### config.mk
export PLATFORM = sky130hd
export DESIGN_NAME = cpu_clkctl
export DESIGN_NICKNAME = d
export VERILOG_FILES = /design/src/rtl/cpu_clkctl.sv
export SDC_FILE = /design/constraint.sdc
export NUM_CORES = 1
export LEC_CHECK = 0
export ABC_AREA = 1
export BUFFER_PORTS_ARGS = -buffer_cell sky130_fd_sc_hd__buf_2
export CAP_MARGIN = 40
export CORE_MARGIN = 5
export CORE_UTILIZATION = 52
export DETAILED_ROUTE_END_ITERATION = 7
export GPL_ROUTABILITY_DRIVEN = 0
export PLACE_DENSITY_LB_ADDON = 0.05
export SLEW_MARGIN = 30
export SYNTH_ARGS = -nofsm -noshare
export SYNTH_HDL_FRONTEND = slang
export SYNTH_SLANG_ARGS = --single-unit
### constraint.sdc
create_clock -name clk28 -period 1.9 [get_ports clk28]
set_input_delay 0.19 -clock clk28 [delete_from_list [all_inputs] [get_ports clk28]]
set_output_delay 0.19 -clock clk28 [all_outputs]
set_load 0.1 [all_outputs]
### src/rtl/cpu_clkctl.sv
// CPU clock and interrupt controller: programmable clkcpu divider with stall/wait freezing,
// and a raster-triggered /INT pulse whose length is counted in clkcpu periods.
module cpu_clkctl #(
    parameter int unsigned DIV_W  = 4,
    parameter int unsigned WAIT_W = 3,
    parameter int unsigned LEN_W  = 8,
    parameter int unsigned HC_W   = 9,
    parameter int unsigned VC_W   = 9,
    parameter int unsigned TS_W   = 17
) (
    input  logic              clk28,
    input  logic              rst_n,
    input  logic [DIV_W-1:0]  div,
    input  logic              stall,
    input  logic              mreq,
    input  logic              iorq,
    input  logic              rd,
    input  logic              wr,
    input  logic [WAIT_W-1:0] wait_mem,
    input  logic [WAIT_W-1:0] wait_io,
    input  logic [HC_W-1:0]   hc,
    input  logic [VC_W-1:0]   vc,
    input  logic [HC_W-1:0]   int_h,
    input  logic [VC_W-1:0]   int_v,
    input  logic [LEN_W-1:0]  int_len,
    output logic              clkcpu,
    output logic              clkcpu_ck,
    output logic              clkwait,
    output logic              n_int_next,
    output logic              n_int,
    output logic [TS_W-1:0]   tstate
);

    logic [DIV_W-1:0]  div_cnt_q, div_cnt_d;
    logic              clkcpu_q, clkcpu_d;
    logic              clkcpu_prev_q;
    logic              clkcpu_ck_q;
    logic              rdwr_q;
    logic              access_start;
    logic [WAIT_W-1:0] wait_cnt_q, wait_cnt_d;
    logic [LEN_W-1:0]  int_cnt_q, int_cnt_d;
    logic              n_int_next_q, n_int_next_d;
    logic              n_int_q, n_int_d;
    logic [TS_W-1:0]   tstate_q, tstate_d;

    assign clkwait      = (stall & clkcpu_q) | (wait_cnt_q != '0);
    assign access_start = (rd | wr) & ~rdwr_q;

    // ">=" lets a lowered div take effect immediately instead of wrapping the counter.
    always_comb begin
        div_cnt_d = div_cnt_q;
        clkcpu_d  = clkcpu_q;
        if (!clkwait) begin
            if (div_cnt_q >= div) begin
                div_cnt_d = '0;
                clkcpu_d  = ~clkcpu_q;
            end else begin
                div_cnt_d = div_cnt_q + 1'b1;
            end
        end
    end

    always_comb begin
        wait_cnt_d = wait_cnt_q;
        if (access_start && mreq) begin
            wait_cnt_d = wait_mem;
        end else if (access_start && iorq) begin
            wait_cnt_d = wait_io;
        end else if (wait_cnt_q != '0) begin
            wait_cnt_d = wait_cnt_q - 1'b1;
        end
    end

    // Length is latched at start, so later int_len changes or raster hits cannot disturb a pulse.
    always_comb begin
        int_cnt_d    = int_cnt_q;
        n_int_next_d = n_int_next_q;
        if (int_cnt_q == '0) begin
            if ((vc == int_v) && (hc == int_h) && (int_len != '0)) begin
                int_cnt_d    = int_len;
                n_int_next_d = 1'b0;
            end
        end else if (clkcpu_ck_q) begin
            int_cnt_d = int_cnt_q - 1'b1;
            if (int_cnt_q == LEN_W'(1)) begin
                n_int_next_d = 1'b1;
            end
        end
    end

    always_comb begin
        n_int_d  = n_int_q;
        tstate_d = tstate_q;
        if (clkcpu_ck_q) begin
            n_int_d = n_int_next_q;
            if (n_int_q && !n_int_next_q) begin
                tstate_d = '0;
            end else begin
                tstate_d = tstate_q + 1'b1;
            end
        end
    end

    always_ff @(posedge clk28 or negedge rst_n) begin
        if (!rst_n) begin
            div_cnt_q     <= '0;
            clkcpu_q      <= 1'b0;
            clkcpu_prev_q <= 1'b0;
            clkcpu_ck_q   <= 1'b0;
            rdwr_q        <= 1'b0;
            wait_cnt_q    <= '0;
            int_cnt_q     <= '0;
            n_int_next_q  <= 1'b1;
            n_int_q       <= 1'b1;
            tstate_q      <= '0;
        end else begin
            div_cnt_q     <= div_cnt_d;
            clkcpu_q      <= clkcpu_d;
            clkcpu_prev_q <= clkcpu_q;
            clkcpu_ck_q   <= clkcpu_q & ~clkcpu_prev_q;
            rdwr_q        <= rd | wr;
            wait_cnt_q    <= wait_cnt_d;
            int_cnt_q     <= int_cnt_d;
            n_int_next_q  <= n_int_next_d;
            n_int_q       <= n_int_d;
            tstate_q      <= tstate_d;
        end
    end

    assign clkcpu     = clkcpu_q;
    assign clkcpu_ck  = clkcpu_ck_q;
    assign n_int_next = n_int_next_q;
    assign n_int      = n_int_q;
    assign tstate     = tstate_q;

endmodule

==> results of run 1 <==
[layout make-up]
type	count	area [um2]
Clock buffer	7	86.3
Timing Repair Buffer	86	443
Fill cell	488	1720
Multi-Input combinational cell	300	1460
Clock inverter	1	30.0
Inverter	74	278
Tap cell	70	87.6
Sequential cell	38	967
[cell usage after synthesis]
cell type | number | area share, %
xor2_1 | 6 | 1.9
clkbuf_1 | 1 | 0.14
nor2_2 | 2 | 0.46
a22oi_1 | 1 | 0.28
nand2_1 | 122 | 17
nand3b_1 | 1 | 0.28
o22ai_1 | 1 | 0.23
dfstp_2 | 2 | 1.9
nand2_4 | 2 | 0.83
and2_1 | 1 | 0.23
a21oi_1 | 11 | 2.0
clkbuf_2 | 1 | 0.18
dfrtp_1 | 36 | 33
a31oi_1 | 3 | 0.69
o211ai_1 | 3 | 0.83
nor2_1 | 59 | 8.2
o21ai_0 | 21 | 3.9
o21ai_1 | 3 | 0.55
nor3_1 | 9 | 1.7
or2_2 | 1 | 0.23
buf_4 | 1 | 0.28
inv_1 | 71 | 9.8
o31ai_1 | 1 | 0.28
nand3_1 | 29 | 5.4
buf_2 | 1 | 0.18
nor3_4 | 1 | 0.60
nand4_1 | 9 | 2.1
xnor2_1 | 2 | 0.65
nor2_4 | 1 | 0.42
inv_2 | 3 | 0.42
ha_1 | 10 | 4.6
nand3_4 | 1 | 0.65
[placed cells by master (no fill, tap or decap), types with 3 or more instances in the layout]
cell type | Yosys | routed
nand2_1 | 122 | 121
xor2_1 | 6 | 6
inv_2 | 3 | 3
nor2_2 | 2 | 3
buf_2 | 1 | 82
a21oi_1 | 11 | 11
a31oi_1 | 3 | 3
ha_1 | 10 | 10
inv_1 | 71 | 71
dfrtp_1 | 36 | 25
nor2_1 | 59 | 58
clkbuf_8 | 0 | 6
nand3_1 | 29 | 29
buf_4 | 1 | 3
o21ai_1 | 3 | 3
o21ai_0 | 21 | 21
o211ai_1 | 3 | 3
nor3_1 | 9 | 9
dfrtp_2 | 0 | 11
nand4_1 | 9 | 9
[logic make-up after synthesis]
logic type | share of synthesized area, %
simple gates | 37.8
buf+inv | 11.0
compound gates | 8.77
flops | 35.2
fa+ha+maj | 4.61
xor+xnor | 2.58
[critical path, stage by stage, from the launching register on]
cell     delay, ns
dfrtp_1       0.39
inv_1         0.13
ha_1          0.21
nand3_1       0.14
nor2_2        0.16
nand2_1       0.09
nor2_2        0.13
nand3_4       0.16
nand2_4       0.15
nand2_1       0.07
nand2_1       0.07
[report_power, final]
| part | switching, mW | total [mW] | internal (mW) |
|---|---|---|---|
| combinational | 1.55 | 2.16 | 0.616 |
| sequential | 0.253 | 1.33 | 1.08 |
| clock | 0.295 | 0.723 | 0.428 |
| total | 2.10 | 4.22 | 2.13 |
[per-stage QoR]
step	utilization (%)	hold slack, ns	cells	area (um2)	power (mW)
6_report	66.1	0.104	576	3360	4.22
3_3_place_gp	63.6	0.0910	567	3230	3.46
3_5_place_dp	63.6	0.0912	567	3230	3.51
5_1_grt	66.1	0.104	576	3360	4.56
4_1_cts	66.1	0.0968	576	3350	4.24
2_1_floorplan	-	-0.106	416	2730	3.04
[final timing paths]
kind | start | cells past startpoint | to | slack (ns)
worst min-delay path | rd | 2 | rdwr_q | 0.10
max in group asynchronous | rst_n | 3 | n_int_next | 1.07
min in group asynchronous | rst_n | 2 | tstate[15] | 0.29
worst max-delay path | int_cnt_q[1] | 10 | int_cnt_q[1] | 0.13
worst max register to register | int_cnt_q[1] | 10 | int_cnt_q[1] | 0.13
worst min register to register | clkcpu_prev_q | 1 | clkcpu_ck | 0.40
[flip-flops by register name, summed over array words and instances, names as in the netlist]
signal         cells
rdwr_q             1
n_int              1
clkcpu_prev_q      1
clkcpu             1
div_cnt_q          4
wait_cnt_q         3
n_int_next         1
tstate            17
clkcpu_ck          1
int_cnt_q          8
[layer usage]
metal	vias to the layer above	part of all wire, %
met1	1235	45
met4	0	1.8
met2	65	47
li1	1483	-
met3	10	6.1
met5	-	0
[what timing repair did]
item | in CTS | in global routing
hold buffers | 1 | 0
hold endpoints to repair | 10 | 0
endpoints found under the setup margin | 0 | 8
gates resized for setup | 0 | 1
==> qor_table.md, run 1 <==
| Group | Quantity | Value |
|---|---|---|
| status | Outcome | complete, no violations |
| pwr | Power Dens Cells | 1260 mW/mm2 |
| global routing | Busiest grt layer | met2 |
| sta | Sum Neg Setup Slack | 0 ns |
| drt | Number of design-rule violations left by the first detailed-router iteration | 112 |
| drt | Drt wl/cell | 10.9 um |
| global routing | GRT Total Usage | 19.9% |
| clock tree | CTS Buf Count | 5 |
| floorplan | Initial core utilization | 53.4% |
| sta | Post-layout worst setup margin | 0.132 ns |
| yosys | Register bit total from synthesis | 38 |
| pwr | Max rail drop VDD | 0.907 mV |
| clock tree | Clock buffer depth | 2 |
| worst hold path | HP Class | in -> reg |
| setup path | Required time of the critical path | 2.14 ns |
| yosys | Synthesized instance count | 416 |
| clock tree | Clock root buffer master | clkbuf_8 |
| sta | Top achievable clock speed | 0.566 GHz |
| drt | Via count of the routed design | 2,793 |
| floorplan | Placeable core region | 0.00507 mm2 |
| setup path | Critical path class | reg -> reg |
| yosys | Unique cell type count in the Yosys netlist | 32 |
| global routing | Gr ovfl total | 0 |
| floorplan | Site row count | 26 |
| placed design | Pre-CTS worst setup slack | 0.0941 ns |
| clock tree | CTS tree | done |
| global routing | Via count of the first global-routing pass | 2,642 |
| sta | Clk_skew | 0.00841 ns |
| sta | Final worst-path cycle share | 93.0% |
| sta | Hold violation total from the final report | 0 |
| clock tree | Insertion delay of the later-clocked pin in the worst-skew pair | 0.30 ns |
| final layout | Fraction of final layout cells with drive strength greater than 1 | 23.3% |
| yosys | Sequential-to-total area share from yosys stat | 35.2% |
| sta | Period minus WS final | 1.77 ns |
| global routing | Met3 Track Usage GR | 4.01% |
| floorplan | Die Outline Area | 0.00676 mm2 |
| floorplan | Horizontal die dimension | 82.2 um |
| sta | Final Max Tran Viols | 0 |
| clock tree | Max H-tree Level | 2 |
| sta | Worst slew pin tran | 0.505 ns |
| drt | DRT Pass-1 Iters | 4 |
| setup path | Startpoint types | register |
| clock tree | Clock Sinks | 38 |
| drt | Routed wire length | 6270 um |
| final layout | Antenna fix cells | 0 |
| drt | Vias per inst | 4.85 |
| yosys | Avg Synthesized Cell Area | 6.52 um2 |
| final layout | Syn-to-layout area delta | 23.8% |
| setup path | Peak fanout along the critical path | 9 |
| yosys | Net Count, Synth | 487 |
| sta | Worst max-slew margin expressed relative to the limit | 66.6% |
| floorplan | I/O Pins | 83 |
| placed design | HPWL after DPL | 5130 um |
| drt | Count of nets left with antenna violations after detail routing | 0 |
| global routing | Met2 layer usage reported by global route | 34.5% |
| global routing | GR Layer Usage met1 | 24.0% |
| sta | Setup repair after global routing missed its margin | false |
| clock tree | Count of buffers added by post-CTS timing repair for setup | 0 |
| global routing | Antenna violations before repair | 0 |
| final layout | Post-layout nets | 576 |
| drt | Post-detailed-route DRC marker count | 0 |
| setup path | Data arrival time at the worst-slack endpoint | 2.00 ns |
| yosys | Area of the mapped netlist | 0.00271 mm2 |
| run | Reported max-cap violation count | 0 |
| clock tree | Clock transition time at the flip-flop clock pins of the worst setup and hold paths | 0.07 ns |
| sta | Final setup violation count | 0 |
| placed design | Number of I/O port buffers | 82 |
| global routing | Global-route wire length before repair | 10,600 um |
| yosys | Total number of yosys warnings | 0 |
| floorplan | Overall die height | 82.2 um |
| setup path | Kind of capture point of the worst setup path | register |
| global routing | Largest net degree at the start of global routing | 16 |
| pwr | Static leakage power | 1.93 nW |
(Power assumes the default switching activity.)
==> run 2, diff against run 1 <==
--- a/config.mk
+++ b/config.mk
@@ -13,6 +13,7 @@
 export DETAILED_ROUTE_END_ITERATION = 7
 export GPL_ROUTABILITY_DRIVEN = 0
 export PLACE_DENSITY_LB_ADDON = 0.05
+export RECOVER_POWER = 100
 export SLEW_MARGIN = 30
 export SYNTH_ARGS = -nofsm -noshare
 export SYNTH_HDL_FRONTEND = slang
==> run 2 against run 1 <==
Worst setup slack got worse by 0.0017 ns. Final cell count unchanged. Highest routed layer unchanged. Clock-buffer cell count unchanged. Critical path type unchanged. Cell area decreased by 0.45%. Die area unchanged.
==> qor_table.md, run 2 (synthesized netlist as in run 1, its figures left out) <==
| Group | Quantity | Value | Delta |
|---|---|---|---|
| final layout | Post-layout instance count excluding filler cells | 576 | unchanged |
| floorplan | I/O Pins | 83 | unchanged |
| final layout | Fraction of final layout cells with drive strength greater than 1 | 22.1% | -1.2 points |
| setup path | Capturing point of the worst reg2reg path | int_cnt_q[1] |  |
| clock tree | Clock Sinks | 38 | unchanged |
| sta | Worst max-slew margin expressed relative to the limit | 54.4% | -12 points |
| setup path | Critical path class | reg -> reg |  |
| clock tree | Clock transition time at the flip-flop clock pins of the worst setup and hold paths | 0.07 ns | about the same |
| drt | Via count of the routed design | 2,790 | -0.11% |
| drt | Post-detailed-route DRC marker count | 0 | unchanged |
| sta | Final worst-path cycle share | 93.1% | about the same |
| setup path | CP dominant cell by count | nand2_1 |  |
| placed design | HPWL after DPL | 5130 um | unchanged |
| setup path | Data arrival time at the worst-slack endpoint | 2.01 ns | about the same |
| global routing | Antenna violations before repair | 0 | unchanged |
| sta | Top achievable clock speed | 0.565 GHz | about the same |
| floorplan | Die Outline Area | 0.00676 mm2 | unchanged |
| pwr | Total power draw | 4.20 mW | -0.46% |
| worst hold path | Depth of the worst hold-timing path | 2 | unchanged |
| sta | Final-layout worst hold slack | 0.105 ns | +0.00143 ns |
| pwr | Max rail drop VDD | 0.904 mV | -0.29% |
| drt | Vias per inst | 4.84 | -0.11% |
| clock tree | CTS Buf Count | 5 | unchanged |
| sta | Sum Neg Setup Slack | 0 ns | unchanged |
| floorplan | Placeable core region | 0.00507 mm2 | unchanged |
| status | Outcome | complete, no violations |  |
| clock tree | Insertion delay of the later-clocked pin in the worst-skew pair | 0.30 ns | about the same |
| final layout | Max reg flops | 17 | unchanged |
| setup path | Required time of the critical path | 2.14 ns | about the same |
| final layout | Antenna fix cells | 0 | unchanged |
| final layout | Leading cell types in the layout, fill and taps excluded | 121 x nand2_1, 72 x inv_1, 60 x buf_2 |  |
| global routing | Largest net degree at the start of global routing | 16 | unchanged |
| drt | Routed wire length | 6270 um | about the same |
| global routing | Global-route wire length before repair | 10,600 um | unchanged |
| setup path | Depth of the most critical reg-to-reg path | 10 | unchanged |
| sta | Clk_skew | 0.00831 ns | -0.000102 ns |
| final layout | Utilization after layout | 65.8% | -0.30 points |
| sta | Setup repair after global routing missed its margin | false |  |
| clock tree | CTS tree | done |  |
| clock tree | Clock root buffer master | clkbuf_8 |  |
| worst hold path | Endpoint with the worst hold slack | rdwr_q |  |
| global routing | Via count of the first global-routing pass | 2,642 | unchanged |
| setup path | Worst stage delay on the critical path | 0.39 ns | about the same |
| final layout | Syn-to-layout area delta | 23.2% |  |
| setup path | Startpoint types | register |  |
| sta | Hold violation total from the final report | 0 | unchanged |
| pwr | Static leakage power | 1.90 nW | -1.1% |
| floorplan | Horizontal die dimension | 82.2 um | unchanged |
| floorplan | Overall die height | 82.2 um | unchanged |
| pwr | Power Dens Cells | 1260 mW/mm2 | about the same |
| placed design | Number of I/O port buffers | 82 | unchanged |
| sta | Final setup violation count | 0 | unchanged |
| setup path | Critical path's slowest cell | dfrtp_1 |  |
| clock tree | Clock buffer depth | 2 | unchanged |
| drt | Number of design-rule violations left by the first detailed-router iteration | 108 | -3.6% |
| worst hold path | Start point of the worst min-delay path | rd |  |
| setup path | Kind of capture point of the worst setup path | register |  |
| run | Reported max-cap violation count | 0 | unchanged |
| drt | DRT Pass-1 Iters | 4 | unchanged |
| final layout | Post-layout nets | 576 | unchanged |
| setup path | Worst reg2reg setup slack | 0.13 ns | about the same |
| setup path | Cell Chain, Critical Path | inv_1 -> ha_1 -> nand3_1 -> nor2_2 -> nand2_1 -> nor2_2 -> nand3_4 -> nand2_4 -> nand2_1 -> nand2_1 |  |
| floorplan | Site row count | 26 | unchanged |
| drt | Drt wl/cell | 10.9 um | about the same |
| sta | Period minus WS final | 1.77 ns | +0.00167 ns |
| floorplan | Initial core utilization | 53.4% | unchanged |
| final layout | Commonest non-fill, non-tap cell in the layout | nand2_1 |  |
| sta | Worst slew pin tran | 0.685 ns | +0.179 ns |
| setup path | Delay-heaviest family, CP | simple AND/OR/NAND/NOR gates |  |
| setup path | Startpoint of the most critical register-to-register path | int_cnt_q[1] |  |
| sta | Final Max Tran Viols | 0 | unchanged |
| clock tree | Max H-tree Level | 2 | unchanged |
| worst hold path | HP Class | in -> reg |  |
| setup path | Buf/Inv on CP | 1 | unchanged |
| global routing | Gr ovfl total | 0 | unchanged |
| drt | Count of nets left with antenna violations after detail routing | 0 | unchanged |
| placed design | Cell Count Post-Placement | 567 | unchanged |
| global routing | GRT Total Usage | 19.9% | unchanged |
| setup path | Peak fanout along the critical path | 9 | unchanged |
[run 2: cell count changes in the layout (fill, tap and decap cells not counted), sizes merged]
| cell | previous run | this run |
|---|---|---|
| buf | 85 | 61 |
| clkbuf | 7 | 31 |
[run 2: worst max-delay path by stage]
stage / start / endpoint / slack, ns / cells after the start
after floorplan: tstate[5] / tstate[13] / 0.05 / 10
after global placement: int_cnt_q[0] / int_cnt_q[1] / 0.21 / 10
after detailed placement: int_cnt_q[1] / int_cnt_q[1] / 0.09 / 10
after CTS: int_cnt_q[1] / int_cnt_q[1] / 0.08 / 10
after global routing: int_cnt_q[1] / int_cnt_q[1] / 0.002 / 10
final: int_cnt_q[1] / int_cnt_q[1] / 0.13 / 10
[run 2: routing by layer]
layer	up-vias	routed length (um)	GRT usage, %
li1	1483	-	-
met1	1230	2800	24.0
met2	68	2960	34.5
met3	9	407	4.01
met4	0	108	7.81
met5	-	0	0
[run 2: cell type report]
| type | instances | area (um2) |
|---|---|---|
| timing repair buffer | 86 | 435 |
| fill | 492 | 1730 |
| clock buffer | 7 | 86.3 |
| multi-input combinational | 300 | 1460 |
| clock inverter | 1 | 30.0 |
| inverter | 74 | 278 |
| tap | 70 | 87.6 |
| sequential | 38 | 967 |
[run 2: where the power goes]
group / internal (mW) / switching, mW
clock network: 0.428 / 0.293
registers: 1.08 / 0.254
logic: 0.609 / 1.54
[run 2: timing repair]
action | CTS | global route
setup endpoints to repair | 0 | 8
gates resized for setup | 0 | 1
endpoints found under the hold margin | 10 | 0
setup buffers | 0 | 0
hold buffers | 1 | 0
[run 2: through the flow]
stage          instance area (um2)  worst slack, ns
6_report                      3340            0.131
5_1_grt                       3340          0.00183
4_1_cts                       3350           0.0770
3_5_place_dp                  3230           0.0941
3_3_place_gp                  3230            0.213
2_1_floorplan                 2730           0.0473
[run 2: worst register-to-register path: stages (launching register included)]
cell and delay, ns:
dfrtp_1 0.39, inv_1 0.13, ha_1 0.22, nand3_1 0.14, nor2_2 0.16, nand2_1 0.09
nor2_2 0.13, nand3_4 0.16, nand2_4 0.15, nand2_1 0.07, nand2_1 0.07
==> run 3, diff against run 2 <==
--- a/config.mk
+++ b/config.mk
@@ -9,11 +9,12 @@
 export BUFFER_PORTS_ARGS = -buffer_cell sky130_fd_sc_hd__buf_2
 export CAP_MARGIN = 40
 export CORE_MARGIN = 5
-export CORE_UTILIZATION = 52
+export CORE_UTILIZATION = 45
 export DETAILED_ROUTE_END_ITERATION = 7
 export GPL_ROUTABILITY_DRIVEN = 0
 export PLACE_DENSITY_LB_ADDON = 0.05
 export RECOVER_POWER = 100
+export SETUP_SLACK_MARGIN = 0.4
 export SLEW_MARGIN = 30
 export SYNTH_ARGS = -nofsm -noshare
 export SYNTH_HDL_FRONTEND = slang
==> run 3 against run 2 <==
Final cell count up 6.1%. Sequential power about the same. Clock skew down 0.00078 ns. Combinational power up 33%. Critical path type unchanged. Largest cell class unchanged.
==> qor_table.md, run 3 (synthesized netlist as in run 1, its figures left out) <==
| Group | Quantity | Value | Delta |
|---|---|---|---|
| setup path | Buf/Inv on CP | 4 | +3 |
| setup path | First element of the critical path | int_cnt_q[0] |  |
| global routing | Gr ovfl total | 0 | unchanged |
| drt | Via count of the routed design | 2,965 | +6.3% |
| drt | Met1 WL | 3240 um | +16% |
| setup path | Kind of capture point of the worst setup path | register |  |
| placed design | Number of I/O port buffers | 82 | unchanged |
| pwr | Power Dens Cells | 1310 mW/mm2 | +4.1% |
| drt | DRT Pass-1 Iters | 5 | +1 |
| sta | Hold violation total from the final report | 0 | unchanged |
| global routing | Global-route wire length before repair | 11,900 um | +13% |
| final layout | Syn-to-layout area delta | 38.3% |  |
| drt | Count of nets left with antenna violations after detail routing | 0 | unchanged |
| setup path | Startpoint types | register |  |
| status | Outcome | complete, no violations |  |
| setup path | Startpoint of the most critical register-to-register path | int_cnt_q[0] |  |
| global routing | GRT Total Usage | 19.0% | -0.84 points |
| pwr | Max rail drop VDD | 1.25 mV | +38% |
| setup path | Data arrival time at the worst-slack endpoint | 1.91 ns | -0.10 ns |
| floorplan | Horizontal die dimension | 87.6 um | +6.6% |
| sta | Worst slew pin tran | 0.571 ns | -0.113 ns |
| final layout | Commonest non-fill, non-tap cell in the layout | nand2_1 |  |
| floorplan | Initial core utilization | 46.1% | -7.4 points |
| final layout | Leading cell types in the layout, fill and taps excluded | 112 x nand2_1, 64 x inv_1, 60 x buf_2 |  |
| final layout | Utilization after layout | 63.7% | -2.1 points |
| drt | Vias per inst | 4.85 | +0.18% |
| clock tree | CTS tree | done |  |
| setup path | Critical path's slowest cell | dfrtp_1 |  |
| floorplan | Overall die height | 87.6 um | +6.6% |
| clock tree | Clock buffer depth | 2 | unchanged |
| sta | Final setup violation count | 0 | unchanged |
| setup path | Delay-heaviest family, CP | buffers and inverters |  |
| drt | Wire length on met3 | 437 um | +7.4% |
| worst hold path | Start point of the worst min-delay path | rd |  |
| sta | Period minus WS final | 1.69 ns | -0.0829 ns |
| final layout | Post-layout nets | 606 | +5.2% |
| clock tree | Insertion delay of the later-clocked pin in the worst-skew pair | 0.29 ns | about the same |
| final layout | Max reg flops | 17 | unchanged |
| drt | Highest metal used | met4 |  |
| sta | Sum Neg Setup Slack | 0 ns | unchanged |
| clock tree | Max H-tree Level | 2 | unchanged |
| clock tree | Clock transition time at the flip-flop clock pins of the worst setup and hold paths | 0.07 ns | about the same |
| drt | Number of design-rule violations left by the first detailed-router iteration | 106 | -1.9% |
| final layout | Antenna fix cells | 0 | unchanged |
| global routing | Antenna violations before repair | 0 | unchanged |
| pwr | Static leakage power | 2.04 nW | +7.2% |
| floorplan | I/O Pins | 83 | unchanged |
| setup path | Worst stage delay on the critical path | 0.39 ns | about the same |
| floorplan | Site row count | 28 | +7.7% |
| sta | Clk_skew | 0.00753 ns | -0.000780 ns |
| drt | Met2 wire length | 3660 um | +24% |
| sta | Worst max-slew margin expressed relative to the limit | 61.9% | +7.6 points |
| sta | Top achievable clock speed | 0.593 GHz | +4.9% |
| drt | Drt wl/cell | 12.1 um | +11% |
| clock tree | Clock Sinks | 38 | unchanged |
| sta | Final-layout worst hold slack | 0.119 ns | +0.0138 ns |
| clock tree | Clock root buffer master | clkbuf_8 |  |
| drt | Routed wire length | 7380 um | +18% |
| sta | Setup repair after global routing missed its margin | true |  |
| setup path | Required time of the critical path | 2.13 ns | about the same |
| final layout | Fraction of final layout cells with drive strength greater than 1 | 34.0% | +12 points |
| sta | Final worst-path cycle share | 88.8% | -4.4 points |
| floorplan | Die Outline Area | 0.00768 mm2 | +14% |
| floorplan | Placeable core region | 0.00589 mm2 | +16% |
| clock tree | CTS Buf Count | 5 | unchanged |
| setup path | Peak fanout along the critical path | 7 | -2 |
| setup path | Cell Chain, Critical Path | inv_2 -> ha_1 -> nand3_4 -> nor2_4 -> buf_6 -> buf_6 -> buf_4 -> o21ai_0 -> nand2_1 -> nand2_1 |  |
| sta | Final Max Tran Viols | 0 | unchanged |
| global routing | Largest net degree at the start of global routing | 22 | +6 |
| run | Reported max-cap violation count | 0 | unchanged |
| global routing | Via count of the first global-routing pass | 2,757 | +4.4% |
| drt | Post-detailed-route DRC marker count | 0 | unchanged |
| setup path | Critical path class | reg -> reg |  |
| worst hold path | HP Class | in -> reg |  |
| pwr | Total power draw | 4.91 mW | +17% |
| placed design | HPWL after DPL | 5220 um | +1.7% |
[run 3: per-stage QoR]
stage / cells / setup slack (ns) / instance area, um2
after detailed placement: 572 / 0.179 / 3330
after floorplan: 416 / 0.234 / 2840
after global routing: 611 / 0.161 / 3750
after CTS: 597 / 0.392 / 3640
after global placement: 572 / 0.259 / 3330
final: 611 / 0.214 / 3750
[run 3: worst register-to-register path: cells and delay by family (launching register included)]
kind	cells	cell delay [ns]
and+or+nand+nor	4	0.35
buffers and inverters	4	0.41
AOI/OAI and AO/OA	1	0.23
adders and majority gates	1	0.24
DFF	1	0.39
[run 3: repair_timing]
item | 4_1_cts | 5_1_grt
endpoints found under the setup margin | 12 | 26
buffers inserted | 15 | 14
hold endpoints to repair | 18 | 0
pin swaps | 7 | 17
hold buffers | 1 | 0
gates resized for setup | 17 | 31
gates cloned | 1 | 0
[run 3: report_power, final]
part	internal (mW)	leakage, nW	switching, mW
registers	1.12	0.456	0.244
clock network	0.386	0.0579	0.289
logic	1.01	1.53	1.87
total	2.51	2.04	2.40
[run 3: path summary, 6_finish.rpt]
| check | end | slack [ns] | depth (start not counted) |
|---|---|---|---|
| worst min register to register | clkcpu_ck | 0.40 | 1 |
| min in group asynchronous | tstate[3] | 0.38 | 2 |
| max in group asynchronous | n_int_next | 0.65 | 3 |
| worst max register to register | int_cnt_q[1] | 0.21 | 10 |
| worst min-delay path | rdwr_q | 0.12 | 2 |
| worst max-delay path | int_cnt_q[1] | 0.21 | 10 |
[run 3: per-layer routing]
metal	vias up	global-route usage, %
met3	6	3.76
li1	1545	-
met5	-	0
met1	1325	24.4
met4	0	4.74
met2	89	32.9
[run 3: final cells by class]
type	count	area, um2
fillers	561	2140
multi-input cells	301	1590
flip-flops and latches	38	1010
repair buffers	115	663
inverters	74	280
well taps	75	93.8
clock buffers	5	68.8
clock inverters	3	40.0
